**config.mk**
```make
export PLATFORM = sky130hd
export DESIGN_NAME = note_sequencer
export DESIGN_NICKNAME = d
export VERILOG_FILES = /design/src/rtl/note_seq_pkg.sv /design/src/rtl/note_sequencer_song_rom.sv /design/src/rtl/note_sequencer.sv
export SDC_FILE = /design/constraint.sdc
export NUM_CORES = 1
export LEC_CHECK = 0
export ABC_CLOCK_PERIOD_IN_PS = 3160
export BUFFER_PORTS_ARGS = -buffer_cell sky130_fd_sc_hd__buf_2
export CAP_MARGIN = 20
export CORE_AREA = 2 2 71 73
export DETAILED_ROUTE_END_ITERATION = 7
export DIE_AREA = 0 0 73 75
export GPL_ROUTABILITY_DRIVEN = 0
export PLACE_DENSITY = 0.69
export SYNTH_ARGS = -nofsm -noshare
export SYNTH_HDL_FRONTEND = slang
export SYNTH_SLANG_ARGS = --single-unit
```
**constraint.sdc**
```tcl
create_clock -name clk -period 3.16 [get_ports clk]
set_input_delay 0 -clock clk [delete_from_list [all_inputs] [get_ports clk]]
set_output_delay 0 -clock clk [all_outputs]
set_load 0.02 [all_outputs]
```
**src/rtl/note_seq_pkg.sv**
```systemverilog
// Shared types and constants for the note sequencer: FSM states, ROM word
// layout, special frequency codes and a few concert-pitch note values.
package note_seq_pkg;

  localparam int FREQ_W = 16;
  localparam int DUR_W  = 4;
  localparam int WORD_W = FREQ_W + DUR_W;

  localparam logic [FREQ_W-1:0] FREQ_OFF     = 16'd0;
  localparam logic [FREQ_W-1:0] FREQ_SILENCE = 16'd1;

  localparam logic [FREQ_W-1:0] NOTE_C4 = 16'd262;
  localparam logic [FREQ_W-1:0] NOTE_D4 = 16'd294;
  localparam logic [FREQ_W-1:0] NOTE_E4 = 16'd330;
  localparam logic [FREQ_W-1:0] NOTE_A4 = 16'd440;
  localparam logic [FREQ_W-1:0] NOTE_B4 = 16'd494;

  typedef enum logic [2:0] {
    IDLE,
    FETCH,
    PLAY,
    GAP,
    PAUSE
  } state_t;

  typedef struct packed {
    logic [FREQ_W-1:0] freq;
    logic [DUR_W-1:0]  dur;
  } rom_word_t;

  function automatic rom_word_t make_note(input logic [FREQ_W-1:0] f,
                                          input logic [DUR_W-1:0]  d);
    rom_word_t w;
    w.freq = f;
    w.dur  = d;
    return w;
  endfunction

  // States in which the sequencer counts as actively playing a song.
  function automatic logic is_active(input state_t s);
    return (s == FETCH) || (s == PLAY) || (s == GAP);
  endfunction

endpackage

```
**src/rtl/note_sequencer_song_rom.sv**
```systemverilog
// Song ROM with combinational read. SONG selects between built-in tunes;
// every address past the last note reads as the end marker (dur == 0).
module song_rom
  import note_seq_pkg::*;
#(
  parameter int ADDR_W = 6,
  parameter int SONG   = 0
) (
  input  logic [ADDR_W-1:0] addr,
  output rom_word_t         word
);

  function automatic rom_word_t song_entry(input int song, input int idx);
    rom_word_t w;
    w = make_note(FREQ_OFF, 4'd0);
    if (song == 0) begin
      case (idx)
        0:       w = make_note(NOTE_A4, 4'd2);
        1:       w = make_note(NOTE_B4, 4'd1);
        default: w = make_note(FREQ_OFF, 4'd0);
      endcase
    end else begin
      // Exercises both rest codes; sized so a 4-entry ROM has no end marker.
      case (idx)
        0:       w = make_note(NOTE_C4, 4'd1);
        1:       w = make_note(FREQ_OFF, 4'd1);
        2:       w = make_note(NOTE_E4, 4'd2);
        3:       w = make_note(FREQ_SILENCE, 4'd1);
        4:       w = make_note(NOTE_D4, 4'd2);
        default: w = make_note(FREQ_OFF, 4'd0);
      endcase
    end
    return w;
  endfunction

  rom_word_t rom_tbl [2**ADDR_W];

  genvar gi;
  generate
    for (gi = 0; gi < 2**ADDR_W; gi++) begin : g_rom
      assign rom_tbl[gi] = song_entry(SONG, gi);
    end
  endgenerate

  assign word = rom_tbl[addr];

endmodule

```
**src/rtl/note_sequencer.sv**
```systemverilog
// Plays a song from ROM one note per duration of beats, with a play/pause
// pushbutton, optional inter-note gap and optional looping.
module note_sequencer
  import note_seq_pkg::*;
#(
  parameter int ADDR_W = 6,
  parameter bit LOOP   = 1'b1,
  parameter bit GAP_EN = 1'b1,
  parameter int SONG   = 0
) (
  input  logic              clk,
  input  logic              rst_n,
  input  logic              boton,
  input  logic              tick,
  output logic [FREQ_W-1:0] freq_out,
  output logic [ADDR_W-1:0] note_idx,
  output logic              playing,
  output logic              note_strobe,
  output logic              song_end
);

  logic sync1_reg, sync2_reg, sync3_reg;
  logic toggle;

  state_t            state_reg, state_next;
  state_t            ret_reg, ret_next;
  logic [DUR_W-1:0]  beats_reg, beats_next;
  logic [FREQ_W-1:0] freq_lat_reg, freq_lat_next;
  logic [ADDR_W-1:0] idx_next;

  logic [FREQ_W-1:0] freq_next;
  logic              playing_next, strobe_next, end_next;

  rom_word_t rom_word;
  logic      beat, advance, idx_at_max, end_marker;

  song_rom #(
    .ADDR_W(ADDR_W),
    .SONG  (SONG)
  ) u_rom (
    .addr(note_idx),
    .word(rom_word)
  );

  // Two flops resynchronise the pin; the third holds the previous level.
  always_ff @(posedge clk or negedge rst_n) begin
    if (!rst_n) begin
      sync1_reg <= 1'b0;
      sync2_reg <= 1'b0;
      sync3_reg <= 1'b0;
    end else begin
      sync1_reg <= boton;
      sync2_reg <= sync1_reg;
      sync3_reg <= sync2_reg;
    end
  end

  assign toggle     = sync2_reg & ~sync3_reg;
  assign beat       = tick & ~toggle;
  assign idx_at_max = &note_idx;
  assign end_marker = (rom_word.dur == '0);
  assign advance    = beat && ((state_reg == PLAY && beats_reg == DUR_W'(1) && !GAP_EN)
                               || state_reg == GAP);

  always_ff @(posedge clk or negedge rst_n) begin
    if (!rst_n) begin
      state_reg <= IDLE;
      ret_reg   <= IDLE;
    end else begin
      state_reg <= state_next;
      ret_reg   <= ret_next;
    end
  end

  always_comb begin
    state_next    = state_reg;
    ret_next      = ret_reg;
    beats_next    = beats_reg;
    idx_next      = note_idx;
    freq_lat_next = freq_lat_reg;
    case (state_reg)
      IDLE: begin
        if (toggle) begin
          idx_next   = '0;
          state_next = FETCH;
        end
      end
      FETCH: begin
        if (!end_marker) begin
          freq_lat_next = rom_word.freq;
          beats_next    = rom_word.dur;
          state_next    = PLAY;
        end else if (LOOP && note_idx != '0) begin
          idx_next = '0;
        end else begin
          state_next = IDLE;
        end
      end
      PLAY: begin
        if (toggle) begin
          ret_next   = PLAY;
          state_next = PAUSE;
        end else if (beat) begin
          beats_next = beats_reg - DUR_W'(1);
          if (beats_reg == DUR_W'(1) && GAP_EN) state_next = GAP;
        end
      end
      GAP: begin
        if (toggle) begin
          ret_next   = GAP;
          state_next = PAUSE;
        end
      end
      PAUSE: begin
        if (toggle) state_next = ret_reg;
      end
      default: state_next = IDLE;
    endcase
    // Moving past the last ROM address wraps the index and ends the song.
    if (advance) begin
      idx_next   = note_idx + ADDR_W'(1);
      state_next = (idx_at_max && !LOOP) ? IDLE : FETCH;
    end
  end

  always_comb begin
    freq_next    = freq_out;
    playing_next = is_active(state_next);
    strobe_next  = (state_reg == FETCH) && (state_next == PLAY);
    end_next     = ((state_reg == FETCH) && end_marker) || (advance && idx_at_max);
    case (state_next)
      IDLE:    freq_next = FREQ_OFF;
      FETCH:   freq_next = freq_out;
      PLAY:    freq_next = freq_lat_next;
      GAP:     freq_next = FREQ_SILENCE;
      PAUSE:   freq_next = FREQ_SILENCE;
      default: freq_next = FREQ_OFF;
    endcase
  end

  always_ff @(posedge clk or negedge rst_n) begin
    if (!rst_n) begin
      freq_out     <= FREQ_OFF;
      note_idx     <= '0;
      playing      <= 1'b0;
      note_strobe  <= 1'b0;
      song_end     <= 1'b0;
      beats_reg    <= '0;
      freq_lat_reg <= FREQ_OFF;
    end else begin
      freq_out     <= freq_next;
      note_idx     <= idx_next;
      playing      <= playing_next;
      note_strobe  <= strobe_next;
      song_end     <= end_next;
      beats_reg    <= beats_next;
      freq_lat_reg <= freq_lat_next;
    end
  end

endmodule

```
# ---- Word level (Yosys, flattened, before mapping)
# Memory sizes are Yosys's and may differ from the RTL's.
# Index checks and enable logic that the tools add are counted.
dict set report totals {
  mem_bits_ro 1280
  output_inout_bits 25
  mem_count 1
  regBits 54
  inputBits 4
  wordCells 83
}
dict set report op_classes {
  reduce_logical 18
  n_bitwise 5
  magnitude_cmp 1
  addsub 2
  eq_ne 17
  muxes 27
}
# name depth width rd rd_clocked_by_memory_dff write_ports line
set mem_list {}
lappend mem_list {{(name not given)} 64 20 1 0 0 note_sequencer_song_rom.sv:45} ;# assign word = rom_tbl[addr];
# operator count
set ops {}
lappend ops {{$pmux 16 s3} 1}
lappend ops {{$mux 20} 2}
lappend ops {{$mux 3} 11}
lappend ops {{$mux 16} 2}
lappend ops {{$mux 6} 4}
lappend ops {{$pmux 3 s5} 1}
lappend ops {{$eq 3x2->1 const B} 4}
lappend ops {{$mux 4} 3}
lappend ops {{$pmux 6 s2} 1}
lappend ops {{$ne 2x2->1 const B} 5}
lappend ops {{$ne 3x3->1 const B} 3}
lappend ops {{$pmux 4 s2} 1}
lappend ops {{$reduce_and 4->1} 2}
lappend ops {{$ge 7x7->1 const B} 1}
lappend ops {{$not 6->7} 1}
lappend ops {{$add 6x1->6 const B} 1}
lappend ops {{$eq 3x1->1 const B} 2}
lappend ops {{$eq 3x3->1 const B} 2}
lappend ops {{$pmux 3 s2} 1}
lappend ops {{$reduce_and 6->1} 1}
lappend ops {{$reduce_bool 6->1} 1}
lappend ops {{$eq 4x1->1 const B} 1}
lappend ops {{$logic_and 1x1->1} 4}
lappend ops {{$logic_not 4->1} 1}
lappend ops {{9 further kinds} 14}

# ---- Depth between registers and ports, before layout
dict set report logic_depth {
  ltp_word 11
  depth_mapped 8
  mapped_depth_nobuf 7
}

# ---- Cells and area by module
# A second synthesis with hierarchy kept.
dict set report unflattened {
  cells_unflattened 228
  hier_area_um2 2544.9
}
# module cells_per_inst area_each_um2 n_inst seq_area_each_um2
set by_module_without_submodules {}
lappend by_module_without_submodules {note_sequencer 206 2381.0 1 1326.3}
lappend by_module_without_submodules {song_rom 22 163.9 1 0.0}

# ---- Worst setup path before layout
# OpenSTA, ideal clock, no wires.
dict set report synth_path {
  kind {reg2reg}
  startpoint {register note_idx[1]}
  endpoint {register freq_out[4]}
  n_path_buf 1
  arrival_ns 1.940
  setup_time_ns 0.121
  stages_incl_launch_ff 9
  t_required_ns 3.039
  slack_ns 1.099
  synth_period_minus_slack_ns 2.061
  path_cell_list {dfrtp_1 inv_1 ha_1 o21a_1 a22o_4 o221ai_4 nor2_1 buf_4 a22o_1}
}
dict set report synth_between {
  elab_chain_len 11
  word_cells_on_any_way 18
  classes_between {eq/ne (4); mux (9); bitwise (1); reduce/logical (3); memory (1)}
}
# item line
set synth_rtl {}
lappend synth_rtl {{start, declared} note_sequencer.sv:16} ;# output logic [ADDR_W-1:0] note_idx,
lappend synth_rtl {{start signal, assigned} note_sequencer.sv:152} ;# note_idx <= idx_next;
lappend synth_rtl {{$not 6->7 (not written as such)} note_sequencer_song_rom.sv:45}
lappend synth_rtl {{$mem_v2 64x20} -}
lappend synth_rtl {{$mux 20 (not written as such) (2 in a row)} note_sequencer_song_rom.sv:45}
lappend synth_rtl {{$logic_not 4->1} note_sequencer.sv:61} ;# assign end_marker = (rom_word.dur == '0);
lappend synth_rtl {{$mux 3 *} note_sequencer.sv:89} ;# if (!end_marker) begin
lappend synth_rtl {{$pmux 3 s5 *} note_sequencer.sv:81} ;# case (state_reg)
lappend synth_rtl {{$mux 3 *} note_sequencer.sv:120} ;# if (advance) begin
lappend synth_rtl {{via state_next[0]} note_sequencer.sv:25} ;# state_t state_reg, state_next;
lappend synth_rtl {{$eq 3x2->1 or $eq 3x3->1 (tied branches)} note_sequencer.sv:131} ;# case (state_next)
lappend synth_rtl {{$reduce_or 2->1 (no line)} -}
lappend synth_rtl {{$pmux 16 s3} note_sequencer.sv:131}
lappend synth_rtl {{end signal, assigned} note_sequencer.sv:151} ;# freq_out <= freq_next;
lappend synth_rtl {{end, declared} note_sequencer.sv:15} ;# output logic [FREQ_W-1:0] freq_out,
# Mark *: on every way through the listed nets, which the timed path passes. The rest lies on a longest branch. The select of a mux whose other input is x is not followed.
# A chain may end at the register's enable or synchronous reset.

# ---- Worst setup path in the final report
dict set report layout_path {
  startpoint {register note_idx[1]}
  endpoint {register freq_out[9]}
}
# The elaborated chain is that of the path after synthesis.

==> results.cfg <==
[route]
drt_iter0_markers = 97
drtPass1Iterations = 5
ant_nets = 0
viasPerCell = 5.48
vias = 1551
wl_per_cell_um = 14.6
drc = 0
routed_wl_mm = 4.12

[sta]
fmax_ghz = 0.476
clock_skew_ps = 15.6
hold_viol_final = 0
max_slew_margin_pct = 57.1
fin_crit_ps = 2100
min_period_over_period_pct = 66.5
worst_pin_slew_ps = 644
final_max_slew_viol_count = 0
tns_ps = 0
setup_viol = 0
rsz0062_at_grt = no

[global_routing]
grt_start_max_net_pins = 54
antenna_found_initial = 0
grt_use_total_pct = 17.1
grt_first_pass_wirelength_mm = 7.16
grt_pass1_vias = 1469
grt_overflow = 0

[job]
drv_cap = 0

[synthesis]
synthesis.area_mm2 = 0.00227
synthCells = 195
synth_seq_area_share_pct = 58.4
synth-simple-area-share_pct = 15.6
synth_area_leader_cell = dfrtp_1
ys_seq_elements = 53
ys_types = 48
yosysWarnings = 0
syn_nets = 204
netlist.area_leader.share_pct = 58.4
synth.area.top_cells = dfrtp_1 (58%), a22o_1 (4.2%), nand2_1 (3.5%)
syn_area_per_cell_um2 = 11.6
synth_top_family_by_area = compound AO/OA/AOI/OAI gates
synthAdderAreaFrac_pct = 2.76
synthMuxAreaShare_pct = 0.496
synth_xor_xnor_area_share_pct = 0.772
synth_compound_area_share_pct = 17.9

[run_status]
outcome = finished clean

[worst_setup_path]
crit_required_ps = 3360
ff2ff_setup_slack_ps = 1060
cp_cell_sequence = inv_1 -> ha_1 -> o21a_1 -> a22o_4 -> o221ai_4 -> nor2_1 -> buf_4 -> a22o_1
endpoint_kind = flip-flop
max_stage_delay_ps = 410
cp_slowest_cell = dfrtp_1
rr_startpoint = note_idx[1]
critPathArrivalTime_ps = 2300
r2r_end = freq_out[9]
critPathLaunchType = flip-flop
path_max_fanout = 11
ff2ff_path_depth = 8
crit_type = flip-flop to flip-flop
startpoint = note_idx[1]

[layout]
final_common_cell = dfrtp_1
nNetsFinal = 237
area_growth_syn_to_layout_pct = 13.0
design_area_mm2 = 0.00256
layout.cells.most_common_list = dfrtp_1 (53), buf_2 (28), nand2_1 (21)
drive_gt1_share_pct = 22.7
diodes = 0

[floorplanning]
die_h_um = 75
row_count = 25
start_util_pct = 48.7
dieArea_mm2 = 0.00548
io_pins = 29
core-area_mm2 = 0.00466
die_x_um = 73

[clocking]
ctsHtreeMaxLevel = 2
cts_buffers = 5
cts_tree = yes
cts.sink_count = 53
cts_setup_buffers = 0
cts_root_buf = clkbuf_8
clk_pin_slew_worst_paths_ps = 110
clockBufferDepth = 2
insertion_delay_ps = 310

[min_path]
hp-class = input pin to flip-flop
hold_depth = 3
hp-start = tick
hold-path-endpoint = beats_reg[1]

[placed_design]
placed_cell_area_mm2 = 0.00245
hpwl_mm = 2.89
port_buffers = 28

[pwr]
irDropWorstVdd_v = 0.000548
power_mw = 2.32
p_per_area_mw_per_mm2 = 905
p_leak_nw = 1.29
cells in the mapped netlist, drive strengths merged:
| master | count |
|---|---|
| dfrtp | 53 |
| nand2 | 21 |
| a21oi | 13 |
| a22o | 12 |
| nor2 | 11 |
| and2 | 10 |
| inv | 9 |
| buf | 6 |
| ha | 5 |
| a22oi | 4 |
| nand3 | 4 |
| o21a | 4 |
| a21o | 3 |
| and3 | 3 |
| nand4 | 3 |
| nor3b | 3 |
| o21ai | 3 |
| a211oi | 2 |
| a31oi | 2 |
| a32o | 2 |
| nand2b | 2 |
| nor4 | 2 |
| or2 | 2 |
| a221oi | 1 |
| a31o | 1 |
| a32oi | 1 |
| clkbuf | 1 |
| clkinv | 1 |
| mux2 | 1 |
| nor2b | 1 |
| nor3 | 1 |
| nor4b | 1 |
| o211ai | 1 |
| o221ai | 1 |
| o22ai | 1 |
| o31ai | 1 |
| or3 | 1 |
| xnor2 | 1 |
| xor2 | 1 |
repair_timing:
action,4_1_cts,5_1_grt
resized for setup,0,0
hold buffers,2,0
hold endpoints to repair,54,0
endpoints found under the setup margin,0,0
critical path, delay by kind of cell, from the launching register on:
kind                       cells  cell delay [ps]
AOI/OAI and AO/OA              4              920
adders and majority gates      1              270
buffers and inverters          2              310
DFF                            1              410
and+or+nand+nor                1               70
stage by stage:
stage	util (%)	worst slack, ps	std cells	hold WS (ps)
final	55.0	1060	283	182
after floorplan	-	1100	195	-296
after global placement	52.6	1150	273	108
after detailed placement	52.6	1080	273	111
after CTS	55.0	1060	283	160
after global routing	55.0	902	283	185
cells by family (layout without fill, tap and decap cells):
group / count (synthesis) / after routing
buf+inv: 17 / 51
simple gates: 65 / 65
flops: 53 / 53
fa+ha+maj: 5 / 5
compound gates: 52 / 52
xor+xnor: 2 / 2
mux: 1 / 1
metal layers:
| metal | GRT usage, % | vias to the layer above | part of all wire (%) |
|---|---|---|---|
| li1 | - | 761 | - |
| met1 | 24.5 | 755 | 49 |
| met2 | 25.6 | 30 | 47 |
| met3 | 4.15 | 5 | 3.1 |
| met4 | 5.56 | 0 | 1.4 |
| met5 | 0 | - | 0 |
power by group:
part / switching, mW / internal, mW
Combinational: 0.583 / 0.362
Clock: 0.230 / 0.162
Sequential: 0.130 / 0.856
worst max-delay path by stage:
stage,to,slack (ps),depth (start not counted)
after floorplan,freq_out[4],1100,8
after CTS,freq_out[10],1060,8
after global placement,freq_out[2],1150,8
after detailed placement,freq_out[10],1080,8
final,freq_out[9],1060,8
after global routing,freq_out[14],900,6
final cells by class:
cell class / count / area, um2
clock buffers: 5 / 68.8
well taps: 54 / 67.6
fillers: 428 / 2100
inverters: 10 / 42.5
clock inverters: 3 / 25.0
repair buffers: 33 / 183
multi-input cells: 125 / 852
flip-flops and latches: 53 / 1330
Note: power is estimated with default switching activity, not from simulation.
